`config.mk`:
```
export PLATFORM = sky130hd
export DESIGN_NAME = int_gen
export DESIGN_NICKNAME = d
export VERILOG_FILES = /design/src/rtl/int_gen.sv
export SDC_FILE = /design/constraint.sdc
export NUM_CORES = 1
export LEC_CHECK = 0
export ABC_CLOCK_PERIOD_IN_PS = 4800
export CORE_UTILIZATION = 33
export CTS_CLUSTER_SIZE = 12
export DETAILED_ROUTE_END_ITERATION = 7
export DONT_BUFFER_PORTS = 1
export PLACE_DENSITY = 0.54
export SETUP_SLACK_MARGIN = 0.02
export SLEW_MARGIN = 10
export SYNTH_ARGS = -nofsm -noshare
export SYNTH_HDL_FRONTEND = slang
export SYNTH_SLANG_ARGS = --single-unit
```
`constraint.sdc`:
```
create_clock -name clk -period 4.8 [get_ports clk]
set_clock_uncertainty 0.1 [all_clocks]
set_input_delay 0.96 -clock clk [delete_from_list [all_inputs] [get_ports clk]]
set_output_delay 0.96 -clock clk [all_outputs]
set_load 0.005 [all_outputs]
```
`src/rtl/int_gen.sv`:
```
// Interrupt-source responder for the CPU's external-interrupt window.
// Raises a request after a programmable delay and holds it until a window store acknowledges it.
module int_gen #(
    parameter logic [31:0] BASE_ADDR     = 32'h0000_7F20,
    parameter logic [31:0] END_ADDR      = 32'h0000_7F23,
    parameter logic [31:0] DEFAULT_DELAY = 32'd100,
    parameter logic [31:0] TIMEOUT       = 32'd1000
) (
    input  logic        clk,
    input  logic        reset,
    input  logic [31:0] m_int_addr,
    input  logic [3:0]  m_int_byteen,
    input  logic        cfg_we,
    input  logic [31:0] cfg_delay,
    input  logic [15:0] cfg_count,
    output logic        interrupt,
    output logic        busy,
    output logic [15:0] ack_cnt,
    output logic        timeout_err,
    output logic        spurious
);

    // state  | meaning
    // IDLE   | nothing programmed, waiting for cfg_we
    // COUNT  | counting delay edges toward the next request
    // ASSERT | interrupt high, waiting for a window store
    // DONE   | all programmed requests acknowledged
    typedef enum logic [1:0] {
        IDLE   = 2'd0,
        COUNT  = 2'd1,
        ASSERT = 2'd2,
        DONE   = 2'd3
    } state_t;

    state_t      r_state;
    logic [31:0] r_cnt;
    logic [31:0] r_delay;
    logic [15:0] r_remaining;
    logic        r_interrupt;
    logic [15:0] r_ack_cnt;
    logic        r_timeout_err;
    logic        r_spurious;

    state_t      w_state_nxt;
    logic [31:0] w_cnt_nxt;
    logic [31:0] w_delay_nxt;
    logic [15:0] w_remaining_nxt;
    logic [15:0] w_ack_cnt_nxt;
    logic        w_timeout_err_nxt;
    logic        w_spurious_nxt;
    logic        w_hit;

    assign w_hit = (m_int_addr >= BASE_ADDR) && (m_int_addr <= END_ADDR) && (|m_int_byteen);

    always_ff @(posedge clk or negedge reset) begin
        if (!reset) begin
            r_state       <= IDLE;
            r_cnt         <= 32'd0;
            r_delay       <= DEFAULT_DELAY;
            r_remaining   <= 16'd0;
            r_interrupt   <= 1'b0;
            r_ack_cnt     <= 16'd0;
            r_timeout_err <= 1'b0;
            r_spurious    <= 1'b0;
        end else begin
            r_state       <= w_state_nxt;
            r_cnt         <= w_cnt_nxt;
            r_delay       <= w_delay_nxt;
            r_remaining   <= w_remaining_nxt;
            r_interrupt   <= (w_state_nxt == ASSERT);
            r_ack_cnt     <= w_ack_cnt_nxt;
            r_timeout_err <= w_timeout_err_nxt;
            r_spurious    <= w_spurious_nxt;
        end
    end

    always_comb begin
        w_state_nxt       = r_state;
        w_cnt_nxt         = r_cnt;
        w_delay_nxt       = r_delay;
        w_remaining_nxt   = r_remaining;
        w_ack_cnt_nxt     = r_ack_cnt;
        w_timeout_err_nxt = r_timeout_err;
        w_spurious_nxt    = r_spurious;

        if (cfg_we) begin
            // Reconfiguration overrides everything, including a same-cycle ack.
            w_delay_nxt     = (cfg_delay == 32'd0) ? 32'd1 : cfg_delay;
            w_remaining_nxt = cfg_count;
            w_cnt_nxt       = 32'd0;
            w_state_nxt     = (cfg_count != 16'd0) ? COUNT : IDLE;
        end else begin
            case (r_state)
                IDLE, DONE: begin
                    if (w_hit) w_spurious_nxt = 1'b1;
                end
                COUNT: begin
                    if (w_hit) w_spurious_nxt = 1'b1;
                    if (r_cnt == r_delay - 32'd1) begin
                        w_state_nxt = ASSERT;
                        w_cnt_nxt   = 32'd0;
                    end else begin
                        w_cnt_nxt = r_cnt + 32'd1;
                    end
                end
                ASSERT: begin
                    if (w_hit) begin
                        if (r_ack_cnt != 16'hFFFF) w_ack_cnt_nxt = r_ack_cnt + 16'd1;
                        w_remaining_nxt = r_remaining - 16'd1;
                        w_cnt_nxt       = 32'd0;
                        w_state_nxt     = (r_remaining == 16'd1) ? DONE : COUNT;
                    end else begin
                        // cnt saturates so a long-unserviced request cannot wrap.
                        if (r_cnt < TIMEOUT) w_cnt_nxt = r_cnt + 32'd1;
                        if (w_cnt_nxt >= TIMEOUT) w_timeout_err_nxt = 1'b1;
                    end
                end
                default: w_state_nxt = IDLE;
            endcase
        end
    end

    assign interrupt   = r_interrupt;
    assign busy        = (r_state == COUNT) || (r_state == ASSERT);
    assign ack_cnt     = r_ack_cnt;
    assign timeout_err = r_timeout_err;
    assign spurious    = r_spurious;

endmodule

```
# Yosys cells after proc, flatten, opt, wreduce, memory -nomap -nowiden
# Index checks and enable logic that the tools add are counted.
[classes]
n_eq_ne = 7
n_bitwise = 2
magnitude_cmp = 4
mux = 18
add_sub_neg = 4
reduce_logical = 15
[ops]
columns = ["op", "n"]
rows = [
  ["32-bit two-way mux", 8],
  ["32-bit case mux with 2 select lines", 1],
  ["16-bit two-way mux", 3],
  ["32-bit by 1-bit adder with 32-bit output (second input constant)", 1],
  ["32-bit equality test", 1],
  ["32-bit by 10-bit greater-or-equal comparator with 1-bit output (second input constant)", 1],
  ["32-bit by 15-bit greater-or-equal comparator with 1-bit output (second input constant)", 1],
  ["32-bit by 15-bit <= comparator with 1-bit output (second input constant)", 1],
  ["32-bit zero test", 1],
  ["32-bit by 10-bit < comparator with 1-bit output (second input constant)", 1],
  ["32-bit by 1-bit subtractor with 32-bit output (second input constant)", 1],
  ["16-bit by 1-bit adder with 16-bit output (second input constant)", 1],
  ["16-bit by 1-bit equality test with 1-bit output (second input constant)", 1],
  ["16-bit != test (second input constant)", 1],
  ["16-bit nonzero test", 1],
  ["16-bit by 1-bit subtractor with 16-bit output (second input constant)", 1],
  ["2-bit two-way mux", 4],
  ["4-bit AND reduction", 2],
  ["2-bit equality test (second input constant)", 3],
  ["2-bit case mux with 2 select lines", 1],
  ["2-bit nonzero test", 2],
  ["4-bit OR reduction", 1],
  ["3-bit AND reduction", 1],
  ["3-bit nonzero test", 1],
  ["8 further kinds", 10],
]
[word_totals]
out_inout_bits = 20
ff_bits = 101
elab_cells = 58
input_bits = 87

# Longest topological paths before layout
# Gate-level depths: netlist (run 1).
[depth]
word_depth = 9
mapped_depth = 12
ltp_nobuf = 11

# Worst setup path before layout (run 1)
# No wires, ideal clock.
[synth_timing]
kind = "input to register"
from = "input port m_int_addr[2]"
to = "register r_ack_cnt[13], in the netlist ack_cnt[13]"
setup_ps = 79
arrival_time_ps = 3322
path_slack_ps = 1299
required_time_ps = 4621
n_path_buf = 0
path_stages = 9
cell_sequence = "nand4b_1 > or3_1 > nor3_1 > nand2_1 > nor3_1 > and4_1 > nand3_1 > nor2_1 > xor2_1"
[synth_between]
elab_chain_cells = 4
elab_cells_between_ends = 5
cone_classes = "2 x order compare; 3 x reduce/logical"
[synth_rtl]
columns = ["item", "line", "source"]
rows = [
  ["start: declaration", "11", "input logic [31:0] m_int_addr,"],
  ["32-bit by 15-bit greater-or-equal comparator with 1-bit output / 32-bit by 15-bit <= comparator with 1-bit output (equally long branches)", "53", "assign w_hit = (m_int_addr >= BASE_ADDR) && (m_int_addr <= END_ADDR) && (|m_int_byteen);"],
  ["1-bit logical AND * (2 in a row)", "53", ""],
  ["4-bit AND reduction (no source line) *", "--", ""],
  ["end signal: assignment", "71", "r_ack_cnt <= w_ack_cnt_nxt;"],
  ["end: declaration", "40", "logic [15:0] r_ack_cnt;"],
]
# Mark *: on every way between the ends. The rest lies on a longest branch, timed or not.
# A chain may end at the register's enable or synchronous reset.

# Worst setup path in the final report (run 1)
[layout_timing]
from = "register r_delay[0]"
to = "register r_cnt[16]"
[layout_between]
elab_chain_cells = 5
[layout_rtl]
columns = ["item", "line", "source"]
rows = [
  ["start: declaration", "37", "logic [31:0] r_delay;"],
  ["start signal: assignment", "68", "r_delay <= w_delay_nxt;"],
  ["32-bit by 1-bit subtractor with 32-bit output", "99", "if (r_cnt == r_delay - 32'd1) begin"],
  ["32-bit equality test", "99", ""],
  ["32-bit two-way mux", "99", ""],
  ["32-bit case mux with 2 select lines", "93", "case (r_state)"],
  ["32-bit two-way mux", "86", "if (cfg_we) begin"],
  ["end signal: assignment", "67", "r_cnt <= w_cnt_nxt;"],
  ["end: declaration", "36", "logic [31:0] r_cnt;"],
]
# No other way between the ends.

==> results of run 1 <==
cell usage in the layout, fill, tap and decap left out, types with 7 or more instances in the layout:
cell type | synthesis | routed
xor2_1 | 38 | 38
nand3_1 | 28 | 28
ha_1 | 7 | 7
inv_1 | 21 | 21
clkbuf_16 | 0 | 9
dfrtp_1 | 98 | 98
o21ai_0 | 42 | 42
nand2_1 | 79 | 79
a21oi_1 | 25 | 25
nor2b_1 | 9 | 9
nand4_1 | 21 | 21
nor2_1 | 58 | 58
a31oi_1 | 17 | 17
or3_1 | 13 | 13
xnor2_1 | 30 | 30
or4_1 | 11 | 11
mux2_2 | 33 | 33
and3_1 | 23 | 23
nor4_1 | 42 | 42
nor3_1 | 29 | 29
final cells by class:
class / count / area, sq um
inverter: 21 / 78.8
tap: 265 / 332
timing repair buffer: 6 / 45.0
sequential: 101 / 2530
fill: 2048 / 12500
clock buffer: 10 / 229
clock inverter: 6 / 93.8
multi-input combinational: 611 / 3960
power by group:
| group | switching, mW | internal, mW | leakage [nW] | total, mW |
|---|---|---|---|---|
| sequential | 0.0862 | 0.905 | 1.29 | 0.991 |
| clock | 0.345 | 0.462 | 0.154 | 0.807 |
| combinational | 0.183 | 0.135 | 1.41 | 0.319 |
per-layer routing:
metal	GRT usage [%]	wire [microns]
met5	0	0
met4	4.32	172
met3	3.72	807
met2	28.7	8500
met1	22.9	8330
worst register-to-register path: stages (launching register included):
cell and delay [ns]:
dfrtp_1 0.41, or4_1 0.68, or4_4 0.61, or3_1 0.38, mux2i_1 0.16, a2111oi_2 0.38
nand4_4 0.29, nand2_2 0.43, nor3_1 0.11, a211o_1 0.27
state kept, by name (all words and copies together) (netlist names):
signal / flops
ack_cnt: 16
r_cnt: 32
interrupt: 1
r_state: 2
r_remaining: 16
timeout_err: 1
spurious: 1
r_delay: 32
kinds of logic after synthesis:
logic type / count (synthesis) / share of synthesized area [%]
mux: 37 / 6.13
flops: 101 / 37.7
xor+xnor: 68 / 8.86
fa+ha+maj: 7 / 1.30
compound gates: 141 / 13.5
buf+inv: 57 / 3.45
simple gates: 358 / 29.1
final timing paths:
| check | startpoint | end | slack [ns] | depth (start not counted) |
|---|---|---|---|---|
| worst max-delay path | r_delay[0] | r_cnt[16] | 0.86 | 9 |
| worst max register to register | r_delay[0] | r_cnt[16] | 0.86 | 9 |
| min in group clk | spurious | spurious | 0.39 | 1 |
| max in group asynchronous | reset | r_delay[5] | 4.14 | 0 |
| worst min register to register | spurious | spurious | 0.39 | 1 |
| worst min-delay path | reset | r_cnt[26] | 0.20 | 0 |
==> metrics.yaml, run 1 <==
finish:
  final_util_pct: 36.8
  drive_gt1_share_pct: 9.67
  nNetsFinal: 844
  final_cell_area_sq_um: 7270
  syn_to_final_growth_pct: 8.14
  fin_cells: 1020
  n_antenna_cell: 0
clocking:
  clk_path_buf_depth: 2
  cts_buffers: 9
  root_buffer: "clkbuf_16"
  htreeDepth: 3
  clk_latency_ns: 0.36
  cts_setup_buffers: 0
  cts_hold_buf: 0
  clock_sinks: 101
  clk_pin_slew_worst_paths_ns: 0.07
  cts_resized: 0
  cts_tree: "yes"
outcome:
  outcome: "finished clean"
place:
  port_buffers: 0
  place_hpwl_mm: 13.1
  gp_congestion: 0.845
  dp_slack_ns: 0.879
  placed_area_sq_um: 6940
  dp_cells: 1004
sta:
  tightestPinTransition_ns: 0.789
  fin_crit_sh_pct: 82.1
  rsz0062_at_grt: "no"
  finalSetupTns_ns: 0
  fmax_mhz: 254
  hold_violations: 0
  finalSetupViolCount: 0
  drv_slew: 0
  setup_ws_ns: 0.861
  slew_headroom_pct: 47.0
  whs_ns: 0.199
  fin_crit_ns: 3.94
die:
  die_w_microns: 145
  die_area_sq_um: 20900
  start_util_pct: 34.1
  ios: 107
  die_h_microns: 145
  row_count: 51
  core-area_sq_um: 19700
power:
  power.leakage_nw: 2.86
  power.total_mw: 2.12
  powerDensity_nw_per_um2: 291
  peakVddDrop_uv: 181
drt:
  wl_per_cell_microns: 17.5
  vias: 5799
  drt-pass1-iter-count: 5
  initialDrtViolationCount: 330
  via_per_inst: 5.69
  drc: 0
  drt-total-wl_mm: 17.8
  ant_nets: 0
global_routing:
  antenna_found_initial: 0
  grt_pass1_vias: 5417
  grt_pass1_wl_mm: 28.0
  grt_overflow_total: 0
  grt_max_degree: 102
  grtUsageTotal_pct: 17.3
critical_path:
  critical_path_peak_fanout: 20
  crit_required_ns: 4.95
  cp.arrival_ns: 4.09
  critical_path.top_delay_family: "simple AND/OR/NAND/NOR gates"
  slowest_stage: "or4_1"
  crit_path_cell_trace: "or4_1 > or4_4 > or3_1 > mux2i_1 > a2111oi_2 > nand4_4 > nand2_2 > nor3_1 > a211o_1"
  cp-end-kind: "flop"
  critPathKind: "reg -> reg"
  slowest_delay_ns: 0.68
  crit_buf_inv: 0
  start_kind: "flop"
min_path:
  hold_class: "in -> async"
logic_synthesis:
  yosysMostFrequentCell: "dfrtp_1"
  synth.cells.most_frequent: "dfrtp_1 (98), nand2_1 (79), nor2_1 (58)"
  yosys_warnings: 0
  synthArstFlopShare_pct: 100
  synth-edff-count: 0
  syn_inst: 769
  ys.flop_type: "dfrtp_1"
  ys_ff_latch: 101
  syn-cell-area_sq_um: 6720
  synth_nets: 863
  yosys-top-cells-area: "dfrtp_1 (36%), mux2_2 (5.5%), xor2_1 (5.0%)"
  yosysTopAreaCell: "dfrtp_1"
  seq_area_frac_synth_pct: 37.7
  yosysTopAreaCellShare_pct: 36.5
  synth_cell_types: 69
  syn_avg_cell_area_sq_um: 8.74
run:
  maxCapViolCount: 0
No activity file was read; power rests on OpenSTA's default activity.
==> inputs of run 2 (changes only) <==
--- a/config.mk
+++ b/config.mk
@@ -5,12 +5,12 @@
 export SDC_FILE = /design/constraint.sdc
 export NUM_CORES = 1
 export LEC_CHECK = 0
-export ABC_CLOCK_PERIOD_IN_PS = 4800
+export ABC_CLOCK_PERIOD_IN_PS = 3600
 export CORE_UTILIZATION = 33
 export CTS_CLUSTER_SIZE = 12
 export DETAILED_ROUTE_END_ITERATION = 7
 export DONT_BUFFER_PORTS = 1
-export PLACE_DENSITY = 0.54
+export PLACE_DENSITY = 0.55
 export SETUP_SLACK_MARGIN = 0.02
 export SLEW_MARGIN = 10
 export SYNTH_ARGS = -nofsm -noshare
==> constraint.sdc (replaced) <==
create_clock -name clk -period 3.6 [get_ports clk]
set_clock_uncertainty 0.1 [all_clocks]
set_input_delay 0.72 -clock clk [delete_from_list [all_inputs] [get_ports clk]]
set_output_delay 0.72 -clock clk [all_outputs]
set_load 0.005 [all_outputs]
==> metrics.yaml, run 2 (synthesized netlist as in run 1, its figures left out) <==
finish:
  syn_to_final_growth_pct: 12.5
  nNetsFinal: 880
  fin_cells: 1057
  final_util_pct: 38.3
  final_cell_mix: "dfrtp_1 (98), nand2_1 (79), nor2_1 (58)"
  layout_commonest_cell: "dfrtp_1"
  drive_gt1_share_pct: 14.5
  reg_top3: "r_cnt (32), r_delay (32)"
clocking:
  cts_buffers: 9
  cts_tree: "yes"
  clk_latency_ns: 0.36
  clock_sinks: 101
  htreeDepth: 3
  clk_path_buf_depth: 2
  clk_pin_slew_worst_paths_ns: 0.07
  root_buffer: "clkbuf_16"
critical_path:
  rr_worst_depth: 9
  start_kind: "flop"
  critPathKind: "reg -> reg"
  cp.arrival_ns: 3.56
  cp-end-kind: "flop"
  crit_required_ns: 3.73
  critical_path_peak_fanout: 10
drt:
  initialDrtViolationCount: 248
  via_per_inst: 5.59
  ant_nets: 0
  drt-total-wl_mm: 18.1
  drt-pass1-iter-count: 5
  drc: 0
  wl_per_cell_microns: 17.1
  vias: 5911
sta:
  fmax_mhz: 291
  drv_slew: 0
  fin_crit_sh_pct: 95.4
  fin_crit_ns: 3.43
  rsz0062_at_grt: "no"
  tightestPinTransition_ns: 0.696
  slew_headroom_pct: 53.0
  finalSetupTns_ns: 0
  finalSetupViolCount: 0
  hold_violations: 0
run:
  maxCapViolCount: 0
power:
  power.leakage_nw: 3.03
  powerDensity_nw_per_um2: 368
  power.total_mw: 2.79
  peakVddDrop_uv: 213
min_path:
  hold_class: "in -> async"
place:
  port_buffers: 0
  place_hpwl_mm: 13.4
  gp_congestion: 0.847
  dp_cells: 1037
global_routing:
  grt_max_degree: 99
  grtUsageTotal_pct: 17.7
  grt_pass1_wl_mm: 28.5
  grt_pass1_vias: 5569
  grt_overflow_total: 0
  antenna_found_initial: 1
die:
  die_h_microns: 145
  start_util_pct: 34.1
  row_count: 51
  die_w_microns: 145
  die_area_sq_um: 20900
  core-area_sq_um: 19700
  ios: 107
outcome:
  outcome: "finished clean"
## run 2: path summary, 6_finish.rpt
kind / startpoint / end / slack (ns)
max in group asynchronous: reset / ack_cnt[6] / 2.78
worst min-delay path: reset / r_delay[2] / 0.1
worst max register to register: r_delay[0] / r_cnt[19] / 0.17
min in group clk: cfg_we / r_remaining[11] / 0.37
worst max-delay path: r_delay[0] / r_cnt[19] / 0.17
worst min register to register: spurious / spurious / 0.40
## run 2: routing by layer
layer / routed length (microns) / global-route usage (%)
met1: 8440 / 23.7
met2: 8420 / 28.5
met3: 944 / 3.65
met4: 283 / 5.71
met5: 0 / 0
## run 2: layout make-up
cell class	count	area (sq um)
fillers	2056	12200
flip-flops and latches	101	2530
clock inverters	5	40.0
repair buffers	42	339
diodes	1	2.50
clock buffers	11	243
inverters	21	78.8
well taps	265	332
multi-input cells	611	4000
## run 2: through the flow
| step | instance area, sq um | hold WS (ns) | setup slack, ns |
|---|---|---|---|
| after global routing | 7560 | 0.0777 | 0.0260 |
| after CTS | 7520 | 0.0873 | 0.0452 |
| after global placement | 7190 | 0.332 | 0.0654 |
| after floorplan | 6720 | 0.324 | 0.154 |
| after detailed placement | 7190 | 0.332 | 0.0300 |
| final | 7560 | 0.0984 | 0.167 |
## run 2: what timing repair did
item	CTS	global route
cloned	0	0
hold endpoints to repair	98	0
endpoints found under the setup margin	1	14
hold buffers	1	0
buffers inserted	0	2
pin swaps	2	3
resized for setup	2	6
## run 2: report_power, final
group          internal, mW  switching (mW)  total [mW]
clock network         0.498           0.455       0.953
registers              1.21          0.0979        1.30
logic                 0.229           0.300       0.529
## run 2: critical path: stages (launching register included)
cell and delay [ns]:
dfrtp_1 0.38, or4_4 0.54, or4_4 0.54, or3_1 0.39, mux2i_2 0.19, a2111oi_4 0.33, nand4_4 0.21, and2_2 0.33
a31oi_1 0.19, o31ai_1 0.09
